[src/rtl/reg_access_ctrl_pkg.sv]
// Shared constants for the register-file access controller: data width,
// register-code width, status-register index and FSM state encodings.
package reg_access_ctrl_pkg;

    localparam int WORD      = 16;
    localparam int REGISTERS = 8;
    localparam int REG_W     = $clog2(REGISTERS);
    localparam int SREG      = 7;

    typedef logic [REG_W-1:0] reg_code_t;

    localparam logic [1:0] IDLE    = 2'd0;
    localparam logic [1:0] FETCH   = 2'd1;
    localparam logic [1:0] CAPTURE = 2'd2;

endpackage

[src/rtl/reg_access_ctrl_wb_fifo.sv]
// Write-back FIFO: up to two pushes and one pop per cycle, with an
// age-ordered view of every entry (index 0 = oldest) for operand forwarding.
module wb_fifo
    import reg_access_ctrl_pkg::*;
#(
    parameter int WORD  = 16,
    parameter int DEPTH = 4
) (
    input  logic                   clk,
    input  logic                   rst_n,
    input  logic                   push0,
    input  logic [REG_W-1:0]       code0,
    input  logic [WORD-1:0]        data0,
    input  logic                   push1,
    input  logic [REG_W-1:0]       code1,
    input  logic [WORD-1:0]        data1,
    input  logic                   pop,
    output logic                   empty,
    output logic [$clog2(DEPTH):0] count,
    output logic [REG_W-1:0]       head_code,
    output logic [WORD-1:0]        head_data,
    output logic [DEPTH-1:0]       ent_valid,
    output logic [REG_W-1:0]       ent_code [DEPTH],
    output logic [WORD-1:0]        ent_data [DEPTH]
);

    localparam int PW = $clog2(DEPTH);
    localparam int CW = PW + 1;

    logic [PW-1:0]    rd_ptr;
    logic [PW-1:0]    wr_ptr;
    logic [1:0]       n_push;
    logic [REG_W-1:0] code_q [DEPTH];
    logic [WORD-1:0]  data_q [DEPTH];

    assign n_push    = {1'b0, push0} + {1'b0, push1};
    assign empty     = (count == '0);
    assign head_code = code_q[rd_ptr];
    assign head_data = data_q[rd_ptr];

    // push1 is only ever raised together with push0, so it lands one slot later
    always_ff @(posedge clk) begin
        if (push0) begin
            code_q[wr_ptr] <= code0;
            data_q[wr_ptr] <= data0;
        end
        if (push1) begin
            code_q[wr_ptr + PW'(1)] <= code1;
            data_q[wr_ptr + PW'(1)] <= data1;
        end
    end

    always_ff @(posedge clk or negedge rst_n) begin
        if (!rst_n) begin
            rd_ptr <= '0;
            wr_ptr <= '0;
            count  <= '0;
        end else begin
            wr_ptr <= wr_ptr + PW'(n_push);
            if (pop) begin
                rd_ptr <= rd_ptr + PW'(1);
            end
            count <= count + CW'(n_push) - CW'(pop);
        end
    end

    always_comb begin
        for (int k = 0; k < DEPTH; k++) begin
            ent_valid[k] = (CW'(k) < count);
            ent_code[k]  = code_q[rd_ptr + PW'(k)];
            ent_data[k]  = data_q[rd_ptr + PW'(k)];
        end
    end

endmodule

[src/rtl/reg_access_ctrl.sv]
// Register-file initiator: issues operand fetches with write-back forwarding
// and drains buffered write-backs one per cycle.
//
//   state   | meaning
//   IDLE    | accept rd_req and write-backs, drain FIFO
//   FETCH   | get_reg_en strobe to register file, drain stalled
//   CAPTURE | sample register file, forward pending writes, raise rd_valid
module reg_access_ctrl
    import reg_access_ctrl_pkg::*;
#(
    parameter int WORD     = 16,
    parameter int DEPTH    = 4,
    parameter int SREG_IDX = 7
) (
    input  logic              clk,
    input  logic              rst_n,
    input  logic              rd_req,
    input  logic [2:0]        rd_reg1,
    input  logic [2:0]        rd_reg2,
    output logic              rd_ready,
    output logic              rd_valid,
    output logic [WORD-1:0]   rd_data1,
    output logic [WORD-1:0]   rd_data2,
    output logic [WORD-1:0]   rd_sreg,
    input  logic              wb_req,
    input  logic [2:0]        wb_reg,
    input  logic [WORD-1:0]   wb_data,
    input  logic              flag_req,
    input  logic [WORD-1:0]   flag_data,
    output logic              wb_ready,
    output logic              drop_err,
    output logic              get_reg_en,
    output logic [2:0]        reg1,
    output logic [2:0]        reg2,
    input  logic [WORD-1:0]   data_out1,
    input  logic [WORD-1:0]   data_out2,
    input  logic [WORD-1:0]   SREG_read,
    output logic              reg_write_back,
    output logic [2:0]        reg_write_code,
    output logic [WORD-1:0]   data_in
);

    localparam int         CW        = $clog2(DEPTH) + 1;
    localparam logic [2:0] SREG_CODE = 3'(SREG_IDX);

    logic [1:0]       state;
    logic             wb_acc;
    logic             flag_acc;
    logic             push0;
    logic             push1;
    logic [2:0]       code0;
    logic [WORD-1:0]  data0;
    logic             pop;
    logic             empty;
    logic [CW-1:0]    count;
    logic [2:0]       head_code;
    logic [WORD-1:0]  head_data;
    logic [DEPTH-1:0] ent_valid;
    logic [2:0]       ent_code [DEPTH];
    logic [WORD-1:0]  ent_data [DEPTH];
    logic [WORD-1:0]  fwd1;
    logic [WORD-1:0]  fwd2;
    logic [WORD-1:0]  fwds;

    assign rd_ready   = (state == IDLE);
    assign wb_ready   = rd_ready && (count <= CW'(DEPTH - 2));
    assign get_reg_en = (state == FETCH);

    // wb occupies the older slot whenever both requests arrive together
    assign wb_acc   = wb_req && wb_ready;
    assign flag_acc = flag_req && wb_ready;
    assign push0    = wb_acc || flag_acc;
    assign push1    = wb_acc && flag_acc;
    assign code0    = wb_acc ? wb_reg : SREG_CODE;
    assign data0    = wb_acc ? wb_data : flag_data;

    assign pop            = !empty && (state != FETCH);
    assign reg_write_back = pop;
    assign reg_write_code = empty ? 3'd0 : head_code;
    assign data_in        = empty ? '0 : head_data;

    wb_fifo #(
        .WORD  (WORD),
        .DEPTH (DEPTH)
    ) u_wb_fifo (
        .clk       (clk),
        .rst_n     (rst_n),
        .push0     (push0),
        .code0     (code0),
        .data0     (data0),
        .push1     (push1),
        .code1     (SREG_CODE),
        .data1     (flag_data),
        .pop       (pop),
        .empty     (empty),
        .count     (count),
        .head_code (head_code),
        .head_data (head_data),
        .ent_valid (ent_valid),
        .ent_code  (ent_code),
        .ent_data  (ent_data)
    );

    // ascending age scan: the youngest matching entry is applied last and wins
    always_comb begin
        fwd1 = data_out1;
        fwd2 = data_out2;
        fwds = SREG_read;
        for (int k = 0; k < DEPTH; k++) begin
            if (ent_valid[k]) begin
                if (ent_code[k] == reg1)      fwd1 = ent_data[k];
                if (ent_code[k] == reg2)      fwd2 = ent_data[k];
                if (ent_code[k] == SREG_CODE) fwds = ent_data[k];
            end
        end
    end

    always_ff @(posedge clk or negedge rst_n) begin
        if (!rst_n) begin
            state    <= IDLE;
            reg1     <= '0;
            reg2     <= '0;
            rd_valid <= 1'b0;
            rd_data1 <= '0;
            rd_data2 <= '0;
            rd_sreg  <= '0;
        end else begin
            rd_valid <= 1'b0;
            case (state)
                IDLE: begin
                    if (rd_req) begin
                        state <= FETCH;
                        reg1  <= rd_reg1;
                        reg2  <= rd_reg2;
                    end
                end
                FETCH: state <= CAPTURE;
                CAPTURE: begin
                    rd_data1 <= fwd1;
                    rd_data2 <= fwd2;
                    rd_sreg  <= fwds;
                    rd_valid <= 1'b1;
                    state    <= IDLE;
                end
                default: state <= IDLE;
            endcase
        end
    end

    always_ff @(posedge clk or negedge rst_n) begin
        if (!rst_n) begin
            drop_err <= 1'b0;
        end else if ((wb_req || flag_req) && !wb_ready) begin
            drop_err <= 1'b1;
        end
    end

endmodule

[config.mk]
export PLATFORM = sky130hd
export DESIGN_NAME = reg_access_ctrl
export DESIGN_NICKNAME = d
export VERILOG_FILES = /design/src/rtl/reg_access_ctrl_pkg.sv /design/src/rtl/reg_access_ctrl_wb_fifo.sv /design/src/rtl/reg_access_ctrl.sv
export SDC_FILE = /design/constraint.sdc
export NUM_CORES = 1
export LEC_CHECK = 0
export ABC_AREA = 1
export CAP_MARGIN = 20
export CORE_UTILIZATION = 40
export DETAILED_ROUTE_END_ITERATION = 16
export PLACE_DENSITY_LB_ADDON = 0.25
export SLEW_MARGIN = 20
export SYNTH_ARGS = -nofsm -noshare
export SYNTH_HDL_FRONTEND = slang
export SYNTH_SLANG_ARGS = --single-unit
[constraint.sdc]
create_clock -name clk -period 6.55 [get_ports clk]
set_input_delay 1.31 -clock clk [delete_from_list [all_inputs] [get_ports clk]]
set_output_delay 1.31 -clock clk [all_outputs]
set_load 0.005 [all_outputs]
==> results.json, run 1 <==
{
  "outcome": "completed",
  "drive_gt1_frac": 0.06345,
  "fin_nets": 1932,
  "busiest_layer": "met1",
  "seq_area_frac_synth": 0.3409,
  "grt_first_pass_wirelength_um": 57010,
  "ys.flop_type": "dfrtp_1",
  "gr-usage-met1": 0.3942,
  "grt_max_degree": 87,
  "core_area_um2": 27100,
  "netlist_instances": 1730,
  "cts_resized": 0,
  "slew_headroom": 0.3256,
  "dpl-instance-area_um2": 12830,
  "grt_pass1_vias": 10088,
  "syn-num-nets": 1831,
  "clock_latency_ns": 0.44,
  "fmax_mhz": 222.8,
  "path_max_fanout": 33,
  "postRouteAntennaNets": 0,
  "synthTopCellsByArea": "nand2_1 (23%), edfxtp_1 (17%), dfrtp_1 (15%)",
  "synth.most_common_cell": "nand2_1",
  "grt.met2_usage": 0.3703,
  "fp.dieH_um": 168.7,
  "cp-start-kind": "input port",
  "synth_top_area_cell": "nand2_1",
  "vdd_drop_max_mv": 0.3071,
  "synth_warnings": 0,
  "clkTransAtPathRegs_ns": 0.06,
  "synth_common_cells": "nand2_1 (675), inv_1 (215), nand3_1 (152)",
  "synth.avg_cell_area_um2": 6.424,
  "hold_start": "rd_sreg[10]",
  "numPortBuffers": 172,
  "viasPerCell": 5.086,
  "maxCapViolations": 0,
  "rr_endpoint": "u_wb_fifo.data_q[2][8]",
  "vias": 11270,
  "drcViolationCount": 0,
  "diodes": 0,
  "slew_viol_final": 0,
  "gr-total-overflow": 0,
  "initial_core_util": 0.4101,
  "tightest_slew_ns": 1.012,
  "fillers": 2802,
  "critPathMaxStageDelay_ns": 0.90,
  "hold_ws_ns": 0.4768,
  "path_common_cell": "nand2_1",
  "synth-edff-count": 64,
  "antenna_found_initial": 0,
  "period_share": 0.6851,
  "cts_tree": "built",
  "io_pins": 173,
  "fin_skew_ns": 0.01143,
  "rsz0062_at_grt": "no",
  "min_period_ns": 4.488,
  "cp-end-kind": "flip-flop",
  "min_path_type": "flip-flop to flip-flop",
  "areaGrowthSynthToFinish_pct": 20.85,
  "power.density_nw_per_um2": 566.8,
  "arrival_ns": 4.55,
  "clockRootBuffer": "clkbuf_16",
  "ff2ff_path_depth": 8,
  "path_cells": "clkdlybuf4s50_1, nand2_1, inv_1, ha_1, nand3_1, nand2_1",
  "setup_tns_ns": 0,
  "drtIter0Drc": 1036,
  "wl_per_cell_um": 16.21,
  "cts_hold_buffers": 0,
  "cp.required_ns": 6.61,
  "synth_seq_cells": 141,
  "design_area_um2": 13430,
  "cts.sinks": 141,
  "synth_top_area_frac": 0.2280,
  "fp-row-count": 60,
  "clockBufferDepth": 2,
  "critPathSlowestCell": "nand2_1",
  "hold_violations": 0,
  "post-dp-hpwl_um": 27190,
  "hold-path-cell-count": 2,
  "worstSetupPathType": "input port to flip-flop",
  "first_pass_iters": 7,
  "setup_viol": 0,
  "cellLeakagePower_nw": 6.944,
  "r2r_setup_slack_ns": 2.28,
  "synth_cell_types": 35,
  "drt-total-wl_um": 35920,
  "synth_area_um2": 11110,
  "grtUsageMet3": 0.03320,
  "cts_buffers": 17,
  "htree_levels": 4,
  "postCtsSetupRepairBufs": 0,
  "die_w_um": 168.7,
  "ys_async_sr_fraction": 0.4610,
  "reg2reg_from": "u_wb_fifo.count[2]",
  "place_congestion": 0.9392,
  "hold_path_end": "rd_sreg[10]",
  "die-area_um2": 28450,
  "grtUsageTotal": 0.2584
}
per-layer routing:
metal	vias up	wire, um
met5	-	0
met1	5091	17830
met4	0	959
li1	5673	-
met3	52	2350
met2	454	14780
how the worst max path moves through the flow:
stage / start / end / slack [ns] / cells after the start
2_1_floorplan: wb_req / u_wb_fifo.count[2] / 3.42 / 9
3_3_place_gp: wb_req / u_wb_fifo.data_q[0][12] / 1.72 / 6
3_5_place_dp: wb_req / u_wb_fifo.data_q[0][13] / 1.59 / 6
4_1_cts: wb_req / u_wb_fifo.data_q[2][11] / 2.03 / 6
5_1_grt: wb_req / u_wb_fifo.data_q[2][11] / 1.63 / 6
6_report: wb_req / u_wb_fifo.data_q[2][8] / 2.06 / 6
report_power, final:
part / internal [W] / switching [W] / total [W]
Sequential: 0.00124 / 0.000214 / 0.00145
Clock: 0.000603 / 0.000439 / 0.00104
Combinational: 0.00173 / 0.00339 / 0.00512
Total: 0.00357 / 0.00404 / 0.00761
critical path, delay by kind of cell:
family | cells | cell delay, ns
and+or+nand+nor | 3 | 1.72
buffers and inverters | 2 | 1.10
adders and majority gates | 1 | 0.42
cell type report:
class,count,area [um^2],area share
clock inverter,13,163.9,0.01220
timing repair buffer,177,1754,0.1306
tap,372,465.4,0.03466
sequential,141,3790,0.2822
clock buffer,19,432.9,0.03223
multi-input combinational,1267,5971,0.4446
inverter,227,853.3,0.06354
registers in the layout (all words and copies together), names as in the netlist:
| register | flops |
|---|---|
| rd_data2 | 16 |
| reg2 | 3 |
| drop_err | 1 |
| u_wb_fifo.wr_ptr | 2 |
| u_wb_fifo.rd_ptr | 2 |
| rd_data1 | 16 |
| reg1 | 3 |
| rd_sreg | 16 |
| rd_valid | 1 |
| u_wb_fifo.data_q | 64 |
| u_wb_fifo.count | 3 |
| u_wb_fifo.code_q | 12 |
| state | 2 |
cells in the final DEF (no fill, tap or decap), types with 12 or more instances in the layout:
| master | instances |
|---|---|
| dfxtp_1 | 12 |
| dfrtp_1 | 64 |
| o22ai_1 | 12 |
| nor2_1 | 43 |
| or2_2 | 19 |
| o21ai_0 | 145 |
| a21oi_1 | 49 |
| nand2_2 | 18 |
| inv_1 | 215 |
| clkbuf_16 | 17 |
| clkdlybuf4s50_1 | 171 |
| o21ai_1 | 58 |
| mux2i_1 | 32 |
| nand3_1 | 152 |
| edfxtp_1 | 64 |
| o21a_1 | 16 |
| nand2_1 | 675 |
cell families (layout without fill, tap and decap cells):
group           after synthesis  in the layout  share of synthesized area
compound gates              282            282                     0.1325
xor+xnor                     11             11                    0.01002
fa+ha+maj                     7              7                   0.008557
buf+inv                     322            436                     0.1226
flops                       141            141                     0.3409
mux                          32             32                    0.02882
simple gates                935            935                     0.3566
through the flow:
step	utilization	std cells	total power, W	worst slack [ns]
after floorplan	-	1730	0.004919	3.421
after global placement	0.4733	2184	0.006416	1.719
after detailed placement	0.4733	2184	0.006475	1.585
after CTS	0.4953	2216	0.007529	2.034
after global routing	0.4956	2216	0.008265	1.628
final	0.4956	2216	0.007612	2.062
No activity file was read; power rests on OpenSTA's default activity.
==> run 2, diff against run 1 <==
==> constraint.sdc (replaced) <==
create_clock -name clk -period 3.6 [get_ports clk]
set_input_delay 0.72 -clock clk [delete_from_list [all_inputs] [get_ports clk]]
set_output_delay 0.72 -clock clk [all_outputs]
set_load 0.005 [all_outputs]
==> run 2 against run 1 <==
Against the previous run:
- total power up 84%
- combinational power up 87%
- worst setup slack worse by 1.9 ns
- clock skew up 0.00073 ns
- register-to-register slack worse by 1.5 ns
- via count up 0.52%
- non-clock buffer count up 25
- count of clock-buffer cells in the layout unchanged
- clock power up 72%
- routed wire length up 2.1%
- first-iteration DRC count up 3.2%
- largest cell class unchanged
- largest power group unchanged
==> results.json, run 2 (same netlist as run 1, synthesis figures left out) <==
{
  "outcome": "completed",
  "grt_pass1_vias": 10199,
  "drcViolationCount": 0,
  "cp-start-kind": "flip-flop",
  "cellLeakagePower_nw": 7.080,
  "place_congestion": 0.9777,
  "first_pass_iters": 6,
  "post-dp-hpwl_um": 28140,
  "core_area_um2": 27100,
  "grt_max_degree": 87,
  "drt-total-wl_um": 36680,
  "final_util": 0.5029,
  "fin_skew_ns": 0.01216,
  "io_pins": 173,
  "dpl.cell_count": 2209,
  "setup_tns_ns": 0,
  "period_share": 0.9424,
  "layout_commonest_cell": "nand2_1",
  "drtIter0Drc": 1069,
  "grt_first_pass_wirelength_um": 57770,
  "slew_headroom": 0.3947,
  "areaGrowthSynthToFinish_pct": 22.63,
  "clockBufferDepth": 2,
  "clkPwrFrac": 0.128,
  "setup_viol": 0,
  "slew_viol_final": 0,
  "fin_nets": 1957,
  "die_w_um": 168.7,
  "rsz0062_at_grt": "no",
  "cts_buffers": 17,
  "fmax_mhz": 294.8,
  "cts_resized": 0,
  "seq_power_share": 0.189,
  "worstSetupPathType": "flip-flop to output pin",
  "grtUsageTotal": 0.2620,
  "numPortBuffers": 172,
  "cts_tree": "built",
  "power.switching_w": 0.007443,
  "clock_latency_ns": 0.43,
  "vdd_drop_max_mv": 0.5290,
  "gr-total-overflow": 0,
  "postCtsSetupRepairBufs": 0,
  "maxCapViolations": 0,
  "most-common-layout-cells": "nand2_1 (675), inv_1 (215), clkdlybuf4s50_1 (171), nand3_1 (152), o21ai_0 (145)",
  "p_int_w": 0.006570,
  "hold_violations": 0,
  "min_period_ns": 3.393,
  "largest-register": "u_wb_fifo.data_q",
  "diodes": 0,
  "hold_ws_ns": 0.4040,
  "arrival_ns": 2.67,
  "clkTransAtPathRegs_ns": 0.07,
  "clockRootBuffer": "clkbuf_16",
  "min_path_type": "input port to async pin",
  "fin_cells": 2241,
  "cts_hold_buffers": 0,
  "wl_per_cell_um": 16.37,
  "design_area_um2": 13630,
  "largest_reg_flops": 64,
  "drive_gt1_frac": 0.07651,
  "dpl-instance-area_um2": 13050,
  "htree_levels": 4,
  "cts.sinks": 141,
  "antenna_found_initial": 0,
  "viasPerCell": 5.055,
  "p_comb_frac": 0.684,
  "cp.required_ns": 2.88,
  "tightest_slew_ns": 0.9080,
  "cp-end-kind": "output pin",
  "fp-row-count": 60,
  "initial_core_util": 0.4101,
  "postRouteAntennaNets": 0,
  "vias": 11329,
  "swShare": 0.5311,
  "die-area_um2": 28450,
  "fp.dieH_um": 168.7,
  "path_max_fanout": 29,
  "power.density_nw_per_um2": 1028
}
[run 2: worst paths after layout]
check / depth (start not counted) / slack [ns] / startpoint / to
max in group asynchronous: 2 / 2.32 / rst_n / rd_data2[1]
worst min-delay path: 1 / 0.40 / rst_n / u_wb_fifo.wr_ptr[0]
worst max-delay path: 8 / 0.21 / u_wb_fifo.rd_ptr[0] / data_in[2]
worst max register to register: 13 / 0.73 / u_wb_fifo.rd_ptr[1] / rd_data2[1]
worst min register to register: 2 / 0.48 / rd_data2[13] / rd_data2[13]
min in group clk: 2 / 0.48 / rd_data2[13] / rd_data2[13]
[run 2: final cells by class]
class,count,area [um^2]
inverter,227,852.1
multi-input combinational,1267,5964
timing repair buffer,202,1979
tap,372,465.4
sequential,141,3790
clock inverter,13,101.3
fill,2738,13470
clock buffer,19,475.5
[run 2: metal layers]
layer  vias up  part of all wire  global-route usage
met5         -                 0                   0
met4         0             0.023             0.08300
met3        43             0.066             0.03507
met2       457              0.42              0.3787
met1      5101              0.49              0.3990
li1       5728                 -                   -
[run 2: metrics by stage]
stage	setup WS, ns	power (W)
after global routing	0.08252	0.01520
final	0.2073	0.01401
after global placement	0.6911	0.01196
after detailed placement	0.6520	0.01206
after floorplan	0.8562	0.008950
after CTS	0.2403	0.01388
[run 2: worst max-delay path, stage by stage, from the launching register on]
cell and delay [ns]:
dfrtp_2 0.43, inv_2 0.36, buf_12 0.22, o21ai_0 0.15, nand2_1 0.10, o21a_1 0.24
inv_1 0.12, nor2_1 0.10, clkdlybuf4s50_1 0.51
[run 2: power by group through the flow]
stage / combinational (W) / sequential, W / clock [W]
after global routing: 0.0106 / 0.00270 / 0.00189
after CTS: 0.00943 / 0.00264 / 0.00182
after detailed placement: 0.00939 / 0.00267 / 0
final: 0.00958 / 0.00264 / 0.00179
after global placement: 0.00932 / 0.00265 / 0
after floorplan: 0.00639 / 0.00256 / 0
